$ cat src/rtl/led_switch_ctrl_if.sv
// Front-panel pin bundle: four raw push switches in, four LED drives out.
// The board side (master) drives the switches; the controller (slave) drives the LEDs.
interface led_switch_ctrl_if;
    logic i_Switch_1;
    logic i_Switch_2;
    logic i_Switch_3;
    logic i_Switch_4;
    logic o_LED_1;
    logic o_LED_2;
    logic o_LED_3;
    logic o_LED_4;

    modport master (
        output i_Switch_1, i_Switch_2, i_Switch_3, i_Switch_4,
        input  o_LED_1, o_LED_2, o_LED_3, o_LED_4
    );

    modport slave (
        input  i_Switch_1, i_Switch_2, i_Switch_3, i_Switch_4,
        output o_LED_1, o_LED_2, o_LED_3, o_LED_4
    );
endinterface

$ cat src/rtl/led_switch_ctrl.sv
// Go Board front-panel controller: debounced switches select the mode, speed and
// pause state of an animated LED pattern (off / blink / chase / count).
module led_switch_ctrl #(
    parameter int DEBOUNCE_CYCLES = 250000,
    parameter int TICK_BASE       = 3125000
) (
    input  logic             i_Clk,
    input  logic             i_Rst_L,
    led_switch_ctrl_if.slave pins
);
    localparam int DW = $clog2(DEBOUNCE_CYCLES + 1);
    localparam int PW = $clog2(TICK_BASE + 1);
    localparam logic [DW-1:0] DEB_LAST = DW'(DEBOUNCE_CYCLES - 1);

    typedef enum logic [1:0] {
        MODE_OFF   = 2'd0,
        MODE_BLINK = 2'd1,
        MODE_CHASE = 2'd2,
        MODE_COUNT = 2'd3
    } mode_e;

    logic [3:0]         raw;
    logic [3:0]         sync1_q, sync1_d, sync2_q, sync2_d;
    logic [3:0]         deb_q, deb_d, deb_prev_q, deb_prev_d;
    logic [3:0][DW-1:0] cnt_q, cnt_d;
    logic [3:0]         press;
    mode_e              mode_q, mode_d;
    logic [1:0]         speed_q, speed_d;
    logic               pause_q, pause_d;
    logic [PW-1:0]      presc_q, presc_d, period_last;
    logic               step;
    logic               blink_off_q, blink_off_d;
    logic [3:0]         chase_q, chase_d, count_q, count_d;
    logic [3:0]         pattern, led_q, led_d;

    // Bit i of every switch vector belongs to i_Switch_(i+1).
    assign raw = {pins.i_Switch_4, pins.i_Switch_3, pins.i_Switch_2, pins.i_Switch_1};

    always_comb begin
        sync1_d    = raw;
        sync2_d    = sync1_q;
        deb_prev_d = deb_q;
        deb_d      = deb_q;
        cnt_d      = cnt_q;
        for (int i = 0; i < 4; i++) begin
            if (sync2_q[i] == deb_q[i]) begin
                cnt_d[i] = '0;
            end else if (cnt_q[i] == DEB_LAST) begin
                deb_d[i] = sync2_q[i];
                cnt_d[i] = '0;
            end else begin
                cnt_d[i] = cnt_q[i] + DW'(1);
            end
        end
        press = deb_q & ~deb_prev_q;
    end

    always_comb begin
        mode_d      = mode_q;
        speed_d     = speed_q;
        pause_d     = pause_q ^ press[3];
        presc_d     = presc_q;
        blink_off_d = blink_off_q;
        chase_d     = chase_q;
        count_d     = count_q;
        period_last = PW'((TICK_BASE >> speed_q) - 1);
        step        = !pause_q && (presc_q == period_last);

        if (press[0]) begin
            case (mode_q)
                MODE_OFF:   mode_d = MODE_BLINK;
                MODE_BLINK: mode_d = MODE_CHASE;
                MODE_CHASE: mode_d = MODE_COUNT;
                default:    mode_d = MODE_OFF;
            endcase
        end

        // Opposing speed presses in the same cycle cancel out.
        if (press[1] && !press[2] && speed_q != 2'd3) begin
            speed_d = speed_q + 2'd1;
        end else if (press[2] && !press[1] && speed_q != 2'd0) begin
            speed_d = speed_q - 2'd1;
        end

        if (press[0] || speed_d != speed_q) begin
            presc_d = '0;
        end else if (!pause_q) begin
            presc_d = step ? '0 : presc_q + PW'(1);
        end

        // A new mode always restarts from its first frame; blink starts lit so the change is visible.
        if (press[0]) begin
            blink_off_d = 1'b0;
            chase_d     = 4'b1000;
            count_d     = 4'h0;
        end else if (step) begin
            case (mode_q)
                MODE_BLINK: blink_off_d = ~blink_off_q;
                MODE_CHASE: chase_d     = {chase_q[0], chase_q[3:1]};
                MODE_COUNT: count_d     = count_q + 4'h1;
                default:    ;
            endcase
        end

        case (mode_q)
            MODE_BLINK: pattern = {4{~blink_off_q}};
            MODE_CHASE: pattern = chase_q;
            MODE_COUNT: pattern = count_q;
            default:    pattern = 4'b0000;
        endcase
        led_d = pattern;
    end

    always_ff @(posedge i_Clk or negedge i_Rst_L) begin
        if (!i_Rst_L) begin
            sync1_q     <= '0;
            sync2_q     <= '0;
            deb_q       <= '0;
            deb_prev_q  <= '0;
            cnt_q       <= '0;
            mode_q      <= MODE_OFF;
            speed_q     <= 2'd0;
            pause_q     <= 1'b0;
            presc_q     <= '0;
            blink_off_q <= 1'b0;
            chase_q     <= 4'b0000;
            count_q     <= 4'h0;
            led_q       <= 4'b0000;
        end else begin
            sync1_q     <= sync1_d;
            sync2_q     <= sync2_d;
            deb_q       <= deb_d;
            deb_prev_q  <= deb_prev_d;
            cnt_q       <= cnt_d;
            mode_q      <= mode_d;
            speed_q     <= speed_d;
            pause_q     <= pause_d;
            presc_q     <= presc_d;
            blink_off_q <= blink_off_d;
            chase_q     <= chase_d;
            count_q     <= count_d;
            led_q       <= led_d;
        end
    end

    assign pins.o_LED_1 = led_q[3];
    assign pins.o_LED_2 = led_q[2];
    assign pins.o_LED_3 = led_q[1];
    assign pins.o_LED_4 = led_q[0];
endmodule

$ cat src/flat_wrapper.sv
// flat-port wrapper written by rule: the top's interface ports become plain ports
module led_switch_ctrl_flat 
#(
    parameter int DEBOUNCE_CYCLES = 250000,
    parameter int TICK_BASE       = 3125000
)
  (i_Clk, i_Rst_L, pins_i_Switch_1, pins_i_Switch_2, pins_i_Switch_3, pins_i_Switch_4, pins_o_LED_1, pins_o_LED_2, pins_o_LED_3, pins_o_LED_4);
  led_switch_ctrl_if pins_i ();
  input  logic i_Clk;
  input  logic i_Rst_L;
  input wire logic [$bits(pins_i.i_Switch_1)-1:0] pins_i_Switch_1;
  input wire logic [$bits(pins_i.i_Switch_2)-1:0] pins_i_Switch_2;
  input wire logic [$bits(pins_i.i_Switch_3)-1:0] pins_i_Switch_3;
  input wire logic [$bits(pins_i.i_Switch_4)-1:0] pins_i_Switch_4;
  output wire logic [$bits(pins_i.o_LED_1)-1:0] pins_o_LED_1;
  output wire logic [$bits(pins_i.o_LED_2)-1:0] pins_o_LED_2;
  output wire logic [$bits(pins_i.o_LED_3)-1:0] pins_o_LED_3;
  output wire logic [$bits(pins_i.o_LED_4)-1:0] pins_o_LED_4;
  assign pins_i.i_Switch_1 = pins_i_Switch_1;
  assign pins_i.i_Switch_2 = pins_i_Switch_2;
  assign pins_i.i_Switch_3 = pins_i_Switch_3;
  assign pins_i.i_Switch_4 = pins_i_Switch_4;
  assign pins_o_LED_1 = pins_i.o_LED_1;
  assign pins_o_LED_2 = pins_i.o_LED_2;
  assign pins_o_LED_3 = pins_i.o_LED_3;
  assign pins_o_LED_4 = pins_i.o_LED_4;
  led_switch_ctrl #(.DEBOUNCE_CYCLES(DEBOUNCE_CYCLES), .TICK_BASE(TICK_BASE)) u_core (.i_Clk(i_Clk), .i_Rst_L(i_Rst_L), .pins(pins_i));
endmodule
$ cat config.mk
export PLATFORM = sky130hd
export DESIGN_NAME = led_switch_ctrl_flat
export DESIGN_NICKNAME = d
export VERILOG_FILES = /design/src/rtl/led_switch_ctrl_if.sv /design/src/rtl/led_switch_ctrl.sv /design/src/flat_wrapper.sv
export SDC_FILE = /design/constraint.sdc
export NUM_CORES = 1
export LEC_CHECK = 0
export ABC_AREA = 1
export CAP_MARGIN = 20
export CORE_UTILIZATION = 61
export CTS_CLUSTER_SIZE = 25
export DETAILED_ROUTE_END_ITERATION = 16
export PLACE_DENSITY_LB_ADDON = 0.25
export SYNTH_ARGS = -nofsm -noshare
export SYNTH_HDL_FRONTEND = slang
export SYNTH_SLANG_ARGS = --single-unit
export TNS_END_PERCENT = 1
$ cat constraint.sdc
create_clock -name i_Clk -period 2.2 [get_ports i_Clk]
set_input_delay 0.44 -clock i_Clk [delete_from_list [all_inputs] [get_ports i_Clk]]
set_output_delay 0.44 -clock i_Clk [all_outputs]
set_load 0.02 [all_outputs]
==> run_results.csv <==
group,metric,value,unit
floorplanning,die_x,111.3,um
place,gp_congestion,0.9847,
clocking,insertion_delay,0.41,ns
global_routing,grtUsageTotal,0.2810,
place,portBuffers,9,
timing,finClkSkew,0.01099,ns
floorplanning,pin_count,10,
clocking,clock-sinks,128,
pwr,vdd_drop_max,0.5902,mV
synth,yosys_warnings,0,
timing,whs,0.3495,ns
floorplanning,start_util,0.6327,
synth,synth-seq-cells,128,
timing,fin_crit_sh,0.8928,
global_routing,first_global_vias,6014,
floorplanning,die_h,111.3,um
place,dp.cells,1100,
layout,nets,1001,
synth,synth-async-reset-ratio,1.000,
place,hpwl,11530,um
layout,area_growth,12.02,%
timing,slew_headroom,0.6367,
critical_path,worst_ep_arrival_time,2.26,ns
timing,setup_tns,0,ns
clocking,cts_tree,"yes",
clocking,post-cts-setup-buffers,0,
hold_path,hold_class,"register to register",
synth,synth.avg_cell_area,7.685,um^2
synth,seq_area_frac_synth,0.4396,
critical_path,startpoint_type,"register",
synth,ys_types,43,
timing,final-setup-viol-count,0,
clocking,clkTransAtPathRegs,0.05,ns
critical_path,critPathCaptureType,"register",
clocking,numCtsBuffers,17,
clocking,cts_root_buf,"clkbuf_16",
global_routing,grt_first_pass_wirelength,27920,um
clocking,cts_max_level,4,
place,place_ws,0.2310,ns
pwr,p_int,4.173,mW
routing,first_pass_iters,11,
routing,drt-total-wl,15970,um
timing,final_max_slew_viol_count,0,
pwr,p_clk_frac,0.516,
timing,hold_viol_final,0,
pwr,switching_share,0.2015,
critical_path,criticalPathCategory,"register to register",
routing,drc,4,
critical_path,cp_max_fo,10,
pwr,p_comb_frac,0.024,
status,violations,"design-rule violations",
layout,n_antenna_cell,0,
pwr,seqPwrFrac,0.460,
routing,wire_per_inst,14.14,um
layout,drive_gt1_frac,0.06890,
status,status,"finished, violations left",
pwr,p_leak,3.702,nW
layout,fin_area,8162,um^2
global_routing,grt_max_degree,48,
critical_path,cp.required,2.49,ns
synth,synth_ff_type,"dfrtp_1",
timing,fmax,509.1,MHz
routing,vias_per_cell,5.527,
timing,layout_min_cycle_time,1.964,ns
place,placed_area,7591,um^2
routing,via_count,6245,
synth,synth_nets,972,
synth,synth_edf_count,0,
layout,stdcell_count,1130,
global_routing,overflow,0,
pwr,switchingPower,1.053,mW
clocking,clockBufferDepth,2,
floorplanning,row_count,39,
run,maxCapViolCount,0,
timing,tightest_slew,0.5424,ns
timing,worst_slack,0.2358,ns
floorplanning,dieArea,12380,um^2
routing,drtAntennaViolNets,0,
timing,rsz0062_at_grt,"no",
global_routing,grt_antenna_before_repair,0,
pwr,power.density,640.3,nW/um^2
layout,utilization,0.7087,
synth,syn_area,7286,um^2
synth,postSynthCellCount,948,
floorplanning,core_area,11520,um^2
routing,drt_iter0_drc,588,
pwr,p_total,5.226,mW
[power by group through the flow]
stage,combinational [mW],clock (mW),sequential (mW)
floorplan,0.0468,0,2.44
global placement,0.124,0,2.44
detailed placement,0.127,0,2.44
CTS,0.131,2.75,2.40
global route,0.144,2.87,2.40
finish,0.125,2.70,2.40
[kinds of logic (layout without fill, tap and decap cells)]
group	count (synthesis)	after routing	synth area share
AND/OR/NAND/NOR	571	571	0.3601
buffers and inverters	130	169	0.06972
flip-flops	128	128	0.4396
AO/OA/AOI/OAI	51	51	0.03881
XOR/XNOR	48	48	0.05770
adder cells (fa/ha/maj)	18	18	0.03091
multiplexers	2	2	0.003091
[cell type report]
cell class | count | area, um^2
Clock buffer | 22 | 444.2
Clock inverter | 7 | 113.9
Fill cell | 911 | 3354
Inverter | 119 | 447.9
Multi-Input combinational cell | 690 | 3577
Sequential cell | 128 | 3203
Tap cell | 143 | 178.9
Timing Repair Buffer | 21 | 196.4
[cells in the mapped netlist, types with 3 or more instances]
library cell / n / area (um^2)
inv_2: 6 / 22.52
ha_1: 18 / 225.2
or2_0: 4 / 25.02
a31oi_1: 7 / 43.79
a21oi_1: 19 / 95.09
nand3b_1: 6 / 45.04
nor3_1: 45 / 225.2
nor2_2: 7 / 43.79
nor2_4: 3 / 33.78
nand4_1: 33 / 206.5
nor3b_1: 7 / 52.55
inv_1: 110 / 412.9
xor2_1: 46 / 402.9
nand3_1: 81 / 405.4
nand2b_1: 4 / 25.02
o21ai_0: 18 / 90.09
dfrtp_1: 128 / 3203
nand2_1: 219 / 822.0
nand3_2: 4 / 40.04
clkbuf_1: 3 / 11.26
nor4_1: 10 / 62.56
buf_2: 5 / 25.02
nor2_1: 137 / 514.2
[worst paths after layout]
kind	to	from	cells after the start	slack (ns)
max	u_core.presc_q[20]	u_core.speed_q[1]	13	0.24
min	u_core.sync2_q[0]	u_core.sync1_q[0]	0	0.35
max reg2reg	u_core.presc_q[20]	u_core.speed_q[1]	13	0.24
min reg2reg	u_core.sync2_q[0]	u_core.sync1_q[0]	0	0.35
max in group asynchronous	u_core.cnt_q[3]	i_Rst_L	3	1.07
min in group asynchronous	u_core.speed_q[1]	i_Rst_L	2	0.54
[worst max-delay path: stages, from the launching register on]
cell and delay, ns:
dfrtp_1 0.34, buf_4 0.15, ha_1 0.26, inv_1 0.13, nand2_1 0.10, nand2_1 0.05
nor2_1 0.09, nand3_1 0.12, nor2_4 0.20, nand2_4 0.11, nand2_4 0.14, nor2_2 0.05
nand2_1 0.05, nand2_1 0.05
[flip-flops by register name, indices dropped and copies added (netlist names)]
| name | flops |
|---|---|
| u_core.cnt_q | 72 |
| u_core.presc_q | 22 |
| u_core.chase_q | 4 |
| u_core.count_q | 4 |
| u_core.deb_prev_d | 4 |
| u_core.deb_prev_q | 4 |
| u_core.led_q | 4 |
| u_core.sync1_q | 4 |
| u_core.sync2_q | 4 |
| u_core.mode_q | 2 |
| u_core.speed_q | 2 |
| u_core.blink_off_q | 1 |
| u_core.pause_q | 1 |
[layout by cell type (no fill, tap or decap), types with 3 or more instances in the layout]
cell	n
nand2_1	219
nor2_1	137
dfrtp_1	128
inv_1	110
nand3_1	81
xor2_1	46
nor3_1	45
nand4_1	33
a21oi_1	19
o21ai_0	18
ha_1	17
clkbuf_16	17
nor4_1	10
buf_4	10
clkdlybuf4s50_1	8
a31oi_1	7
nor2_2	7
nor3b_1	7
inv_2	6
nand3b_1	6
clkbuf_1	5
nand3_2	4
nand2b_1	4
or2_0	4
clkinv_2	4
nor2_4	3
bufinv_16	3
[layer usage]
metal	global-route usage	up-vias	share of wire
met2	0.4292	220	0.45
met1	0.3914	2877	0.47
met4	0.1018	0	0.017
met3	0.06561	25	0.068
li1	-	3123	-
met5	0	-	0
[timing repair]
action	in CTS	in global routing
gates resized for setup	0	1
endpoints found under the setup margin	0	8
hold endpoints to repair	43	0
hold buffers	1	0
(Power assumes the default switching activity.)
